[config.mk]
export PLATFORM = sky130hd
export DESIGN_NAME = mem_wb_stage
export DESIGN_NICKNAME = d
export VERILOG_FILES = /design/src/rtl/mem_wb_stage.sv
export SDC_FILE = /design/constraint.sdc
export NUM_CORES = 1
export LEC_CHECK = 0
export ABC_AREA = 1
export CELL_PAD_IN_SITES_DETAIL_PLACEMENT = 0
export CELL_PAD_IN_SITES_GLOBAL_PLACEMENT = 2
export CORE_MARGIN = 2
export CORE_UTILIZATION = 17
export DETAILED_ROUTE_END_ITERATION = 6
export GPL_TIMING_DRIVEN = 0
export PLACE_DENSITY = 0.77
export SYNTH_ARGS = -nofsm -noshare
export SYNTH_HDL_FRONTEND = slang
export SYNTH_SLANG_ARGS = --single-unit
[constraint.sdc]
create_clock -name clk -period 1.41 [get_ports clk]
set_input_delay 0.3525 -clock clk [delete_from_list [all_inputs] [get_ports clk]]
set_output_delay 0.3525 -clock clk [all_outputs]
set_load 0.1 [all_outputs]
[src/rtl/mem_wb_stage.sv]
// mem_wb_stage: memory-access stage plus MEM/WB pipeline register.
// Issues one load/store per instruction to a multi-cycle memory using a
// req/done handshake. It stalls EX/MEM while the access is outstanding and
// abandons the access after TIMEOUT cycles in WAIT.
module mem_wb_stage #(
    parameter int unsigned TIMEOUT = 15   // legal range 1..255
) (
    input  logic        clk,
    input  logic        rst,
    input  logic        enable,
    input  logic        wr,
    input  logic [15:0] ALU_Out,
    input  logic [15:0] MEM_data_in,
    input  logic        Mux_MtoReg,
    input  logic        regWrite_enable,
    input  logic [2:0]  writeRegSel,
    input  logic        createdump,
    output logic        mem_req,
    output logic        mem_wr,
    output logic [15:0] mem_addr,
    output logic [15:0] mem_wdata,
    input  logic [15:0] mem_rdata,
    input  logic        mem_done,
    output logic        EXMEM_stall,
    output logic [15:0] wb_data,
    output logic [2:0]  wb_regsel,
    output logic        wb_regwen,
    output logic        wb_halt,
    output logic        mem_err
);

    typedef enum logic {IDLE, WAIT} state_t;

    state_t     state;
    logic [7:0] cnt;
    logic       timeout_hit;
    logic       load_sel;

    localparam logic [7:0] TMO = TIMEOUT[7:0];

    // EX/MEM holds these stable during a stall, so they pass straight through
    assign mem_addr  = ALU_Out;
    assign mem_wdata = MEM_data_in;

    // A response that arrives in the same cycle as the limit takes priority
    assign timeout_hit = (state == WAIT) && !mem_done && (cnt == TMO);
    assign load_sel    = enable && !wr && Mux_MtoReg;

    // Request and stall decode; forced quiet while reset is asserted
    always_comb begin
        mem_req     = 1'b0;
        mem_wr      = 1'b0;
        EXMEM_stall = 1'b0;
        if (!rst) begin
            case (state)
                IDLE: begin
                    mem_req     = enable;
                    mem_wr      = enable & wr;
                    EXMEM_stall = enable & ~mem_done;
                end
                WAIT: begin
                    EXMEM_stall = ~mem_done & ~timeout_hit;
                end
                default: ;
            endcase
        end
    end

    // Access FSM with wait counter and sticky timeout flag
    always_ff @(posedge clk or posedge rst) begin
        if (rst) begin
            state   <= IDLE;
            cnt     <= 8'd0;
            mem_err <= 1'b0;
        end else begin
            case (state)
                IDLE: begin
                    if (enable && !mem_done) begin
                        state <= WAIT;
                        cnt   <= 8'd1;
                    end
                end
                WAIT: begin
                    if (mem_done) begin
                        state <= IDLE;
                        cnt   <= 8'd0;
                    end else if (cnt == TMO) begin
                        state   <= IDLE;
                        cnt     <= 8'd0;
                        mem_err <= 1'b1;
                    end else begin
                        cnt <= cnt + 8'd1;
                    end
                end
                default: begin
                    state <= IDLE;
                    cnt   <= 8'd0;
                end
            endcase
        end
    end

    // MEM/WB register: a stall inserts a bubble and holds data and destination
    always_ff @(posedge clk or posedge rst) begin
        if (rst) begin
            wb_data   <= 16'd0;
            wb_regsel <= 3'd0;
            wb_regwen <= 1'b0;
        end else if (EXMEM_stall) begin
            wb_regwen <= 1'b0;
        end else begin
            wb_regwen <= regWrite_enable & ~timeout_hit;
            wb_regsel <= writeRegSel;
            wb_data   <= load_sel ? mem_rdata : ALU_Out;
        end
    end

    // Halt is latched only when the instruction carrying it retires
    always_ff @(posedge clk or posedge rst) begin
        if (rst)
            wb_halt <= 1'b0;
        else if (createdump && !EXMEM_stall)
            wb_halt <= 1'b1;
    end

endmodule
# After elaboration in Yosys (flattened, before gate mapping)
# Index checks and enable logic that the tools add are counted.
dict set report totals {
  reg_bits 31
  in_bits 59
  output_inout_bits 57
  wordCells 43
}
dict set report classes {
  add_sub_neg 1
  n_eq_ne 2
  n_mux 16
  bitwise_logic 7
  reduce_logical 10
}
# op n
set ops {}
lappend ops {{$mux W8} 3}
lappend ops {{$mux W16} 1}
lappend ops {{$pmux W8 S2} 1}
lappend ops {{$mux W1} 9}
lappend ops {{$add A8 B1 Y8 const B} 1}
lappend ops {{$eq A8 B4 Y1 const B} 1}
lappend ops {{$logic_and A1 B1 Y1} 6}
lappend ops {{$and A1 B1 Y1} 4}
lappend ops {{$pmux W1 S2} 2}
lappend ops {{$logic_not A1 Y1} 3}
lappend ops {{$not A1 Y1} 3}
lappend ops {{$reduce_and A3 Y1} 1}
lappend ops {{$ne A2 B2 Y1 const B} 1}

# Depth between registers and ports, before layout
# Gate-level depths: netlist of run 1.
dict set report depth {
  depth_word 9
  ltp_mapped 8
  mapped_depth_nobuf 7
}

# Worst setup path after synthesis of run 1
# OpenSTA, ideal clock, no wires.
dict set report synth_timing {
  kind {flip-flop to output port}
  from {register state}
  to {output mem_wr}
  t_arrival_ps 3357
  t_required_ps 1058
  slack_ps -2299
  path_stages_with_launch 2
  n_path_buf 0
  path_cell_list {dfrtp_1 nor4_1}
}
dict set report synth_via {
  elab_chain_len 2
}
# element line
set synth_lines {}
lappend synth_lines {{start: declaration} 34} ;# state_t state;
lappend synth_lines {{start signal: assignment} 72} ;# state <= IDLE;
lappend synth_lines {{start signal: assignment} 79} ;# state <= WAIT;
lappend synth_lines {{start signal: assignment} 85} ;# state <= IDLE;
lappend synth_lines {{$mux W1} 55} ;# case (state)
lappend synth_lines {{$mux W1} 54} ;# if (!rst) begin
lappend synth_lines {{end: declaration} 19} ;# output logic mem_wr,
# Every way passes these cells.

# Final worst setup path of run 1
dict set report layout_timing {
  from {register cnt[0]}
  to {output EXMEM_stall}
}
dict set report layout_via {
  elab_chain_len 6
}
# element line
set layout_lines {}
lappend layout_lines {{start: declaration} 35} ;# logic [7:0] cnt;
lappend layout_lines {{start signal: assignment} 92} ;# cnt <= cnt + 8'd1;
lappend layout_lines {{$eq A8 B4 Y1} 46} ;# assign timeout_hit = (state == WAIT) && !mem_done && (cnt == TMO);
lappend layout_lines {{$logic_and A1 B1 Y1} 46}
lappend layout_lines {{$not A1 Y1} 62} ;# EXMEM_stall = ~mem_done & ~timeout_hit;
lappend layout_lines {{$and A1 B1 Y1} 62}
lappend layout_lines {{$pmux W1 S2} 55}
lappend layout_lines {{$mux W1} 54}
lappend layout_lines {{end: declaration} 24} ;# output logic EXMEM_stall,
# Every way passes these cells.

==> results_dict.tcl, run 1 <==
set metrics [dict create \
    setup_ws_ns -0.466 \
    wl_per_cell_um 11.5 \
    whs_ns 0.394 \
    grt-ovfl-total 0 \
    gp_congestion 0.757 \
    cts_sinks 31 \
    clk_path_buf_depth 2 \
    antenna_found_initial 0 \
    period_share_pct 133 \
    slew_headroom_pct 53.3 \
    htreeDepth 2 \
    via_count 1933 \
    ir_drop_v 0.000441 \
    power.density_mw_per_mm2 1030 \
    use_met2_pct 17.8 \
    setup_viol 10 \
    drive_above_1_share_pct 38.4 \
    syn-num-nets 314 \
    cts_tree "built" \
    core_mm2 0.0109 \
    worst-setup-path-type "flop to output pin" \
    worstPathMaxFanout 3 \
    min_path_type "input port to asynchronous set/reset pin" \
    required_ns 1.06 \
    syn_inst 254 \
    synthMuxAreaShare_pct 0 \
    synth_top_family_by_area "simple AND/OR/NAND/NOR gates" \
    dpl-instance-area_mm2 0.00313 \
    synth-xor-area-share_pct 1.37 \
    setup_tns_ns -0.858 \
    design_area_mm2 0.00363 \
    ys_ff_latch 31 \
    hold_buffers 0 \
    drc 0 \
    yosysUniqueCellTypes 25 \
    clk_latency_ns 0.27 \
    ant_nets 0 \
    avgSynthCellArea_um2 7.56 \
    arrival_ns 1.52 \
    grt.busiest_layer "met2" \
    finalPower_uw 3750 \
    die_h_um 110 \
    synth_compound_area_share_pct 6.84 \
    drt_pass1_iterations 4 \
    ys_seq_area_share_pct 40.4 \
    synthSimpleGateAreaFrac_pct 27.2 \
    netlist_area_mm2 0.00192 \
    grtUsageMet1_pct 12.2 \
    final_cells 515 \
    mostFrequentLayoutCell "nand2_1" \
    grt_max_degree 32 \
    grt_usage_pct 10.2 \
    io_buffers 99 \
    final_cell_mix "nand2_1, buf_4, dfrtp_1" \
    violations "negative setup slack" \
    yosys_warnings 0 \
    hold_viol 0 \
    boundaryPins 116 \
    die_area_mm2 0.0122 \
    rsz0062_at_grt "true" \
    grt_pass1_wl_mm 9.54 \
    drv_cap 0 \
    crit_path_end_kind "output pin" \
    yosys.area_share.adder_pct 0.652 \
    grt_pass1_vias 1980 \
    status "complete, but fails checks" \
    wl_mm 5.92 \
    dp.cells 493 \
    die_w_um 110 \
    fill_cells 1193 \
    use_met3_pct 3.17 \
    antenna_cells 0 \
    slew_violations 0 \
    viasPerCell 3.75 \
    skew_ns 0.00477 \
    start_util_pct 17.6 \
    p_leak_uw 0.00186 \
    drt_iter0_drc 55 \
    numCtsBuffers 5 \
    max_freq_ghz 0.533 \
    cp-start-kind "flop" \
    final_nets 434 \
    fp-row-count 38 \
    post-route-min-period_ns 1.88 \
    clk_pin_slew_worst_paths_ns 0.05 \
    area_growth_pct 89.2 \
    cts_root_buf "clkbuf_16" \
    worst_pin_slew_ns 0.699 \
    hpwlAfterDp_mm 4.35 \
]
-- timing repair --
item                                    4_1_cts  5_1_grt
resized for setup                           388       22
buffers inserted                              3       14
endpoints found under the setup margin      111       31
pin swaps                                     3        4
-- report_power, final --
group / internal (uW) / total [uW] / leakage [uW] / switching [uW]
Combinational: 518 / 1680 / 0.00141 / 1160
Clock: 651 / 1040 / 0.0000669 / 388
Sequential: 972 / 1030 / 0.000376 / 57.3
-- worst max-delay path, cell delays in order, from the launching register on --
cell	delay [ns]
dfrtp_1	0.41
ha_4	0.18
nand3_4	0.08
nor2_4	0.15
nand2_4	0.07
nand2_4	0.07
clkinvlp_4	0.10
buf_12	0.17
-- synthesized netlist by cell type --
| library cell | n | area (um2) |
|---|---|---|
| a21oi_4 | 1 | 16.3 |
| a22o_1 | 1 | 8.76 |
| buf_12 | 1 | 20.0 |
| buf_2 | 1 | 5.00 |
| buf_4 | 32 | 240 |
| buf_6 | 3 | 33.8 |
| clkbuf_1 | 3 | 11.3 |
| clkbuf_8 | 1 | 13.8 |
| dfrtp_1 | 31 | 776 |
| ha_1 | 1 | 12.5 |
| inv_1 | 33 | 124 |
| inv_2 | 1 | 3.75 |
| nand2_1 | 77 | 289 |
| nand2_2 | 3 | 18.8 |
| nand3_1 | 22 | 110 |
| nand3_2 | 3 | 30.0 |
| nand4_1 | 3 | 18.8 |
| nor2_1 | 10 | 37.5 |
| nor2_2 | 1 | 6.26 |
| nor3_1 | 1 | 5.00 |
| nor4_1 | 1 | 6.26 |
| o21ai_0 | 20 | 100 |
| o22ai_1 | 1 | 6.26 |
| xnor2_1 | 1 | 8.76 |
| xor2_1 | 2 | 17.5 |
-- layout make-up --
cell class              count  area, um2  share of cell area [%]
flip-flops and latches     31        778                    21.4
repair buffers            115       1240                    34.1
inverters                  34        135                    3.72
plain buffers              39        375                    10.3
multi-input cells         148        786                    21.6
clock inverters             2       12.5                   0.345
clock buffers               6        129                    3.55
well taps                 140        175                    4.82
-- flip-flops by register name (all words and copies together) (netlist names) --
| name | flops |
|---|---|
| state | 1 |
| wb_data | 16 |
| wb_regwen | 1 |
| mem_err | 1 |
| wb_halt | 1 |
| wb_regsel | 3 |
| cnt | 8 |
-- metal layers --
metal,wire length [um],up-vias,share of wire (%)
met5,0,-,0
met4,27,0,0.46
met3,405,2,6.8
met2,3060,72,52
met1,2420,867,41
li1,-,992,-
-- worst paths after layout --
| kind | startpoint | end | slack, ns | cells past startpoint |
|---|---|---|---|---|
| worst max-delay path | cnt[0]$_DFFE_PP0P_ | EXMEM_stall | -0.47 | 7 |
| worst min-delay path | rst | state$_DFF_PP0_ | 0.39 | 2 |
| worst max register to register | cnt[0]$_DFFE_PP0P_ | wb_data[4]$_DFFE_PP0N_ | -0.01 | 8 |
| worst min register to register | wb_halt$_DFFE_PP0P_ | wb_halt$_DFFE_PP0P_ | 0.47 | 2 |
| max in group asynchronous | rst | cnt[6]$_DFFE_PP0P_ | 0.60 | 2 |
| min in group clk | mem_done | cnt[6]$_DFFE_PP0P_ | 0.42 | 4 |
-- cells by family after synthesis --
family,count (synthesis)
and+or+nand+nor,121
buffers and inverters,75
DFF,31
AOI/OAI and AO/OA,23
xor gates and xnor gates,3
adders and majority gates,1
-- through the flow --
| stage | utilization (%) | setup slack [ns] |
|---|---|---|
| after floorplan | - | -0.486 |
| after global placement | 28.7 | -1.52 |
| after detailed placement | 28.7 | -1.53 |
| after CTS | 31.7 | -0.537 |
| after global routing | 33.2 | -0.553 |
| final | 33.2 | -0.466 |
No activity file was read; power rests on OpenSTA's default activity.
==> inputs of run 2 (changes only) <==
--- a/config.mk
+++ b/config.mk
@@ -10,6 +10,7 @@
 export CELL_PAD_IN_SITES_GLOBAL_PLACEMENT = 2
 export CORE_MARGIN = 2
 export CORE_UTILIZATION = 17
+export CTS_CLUSTER_DIAMETER = 120
 export DETAILED_ROUTE_END_ITERATION = 6
 export GPL_TIMING_DRIVEN = 0
 export PLACE_DENSITY = 0.77
==> results of run 2 <==
No change in the layout: final DEF, timing and power equal those of run 1.
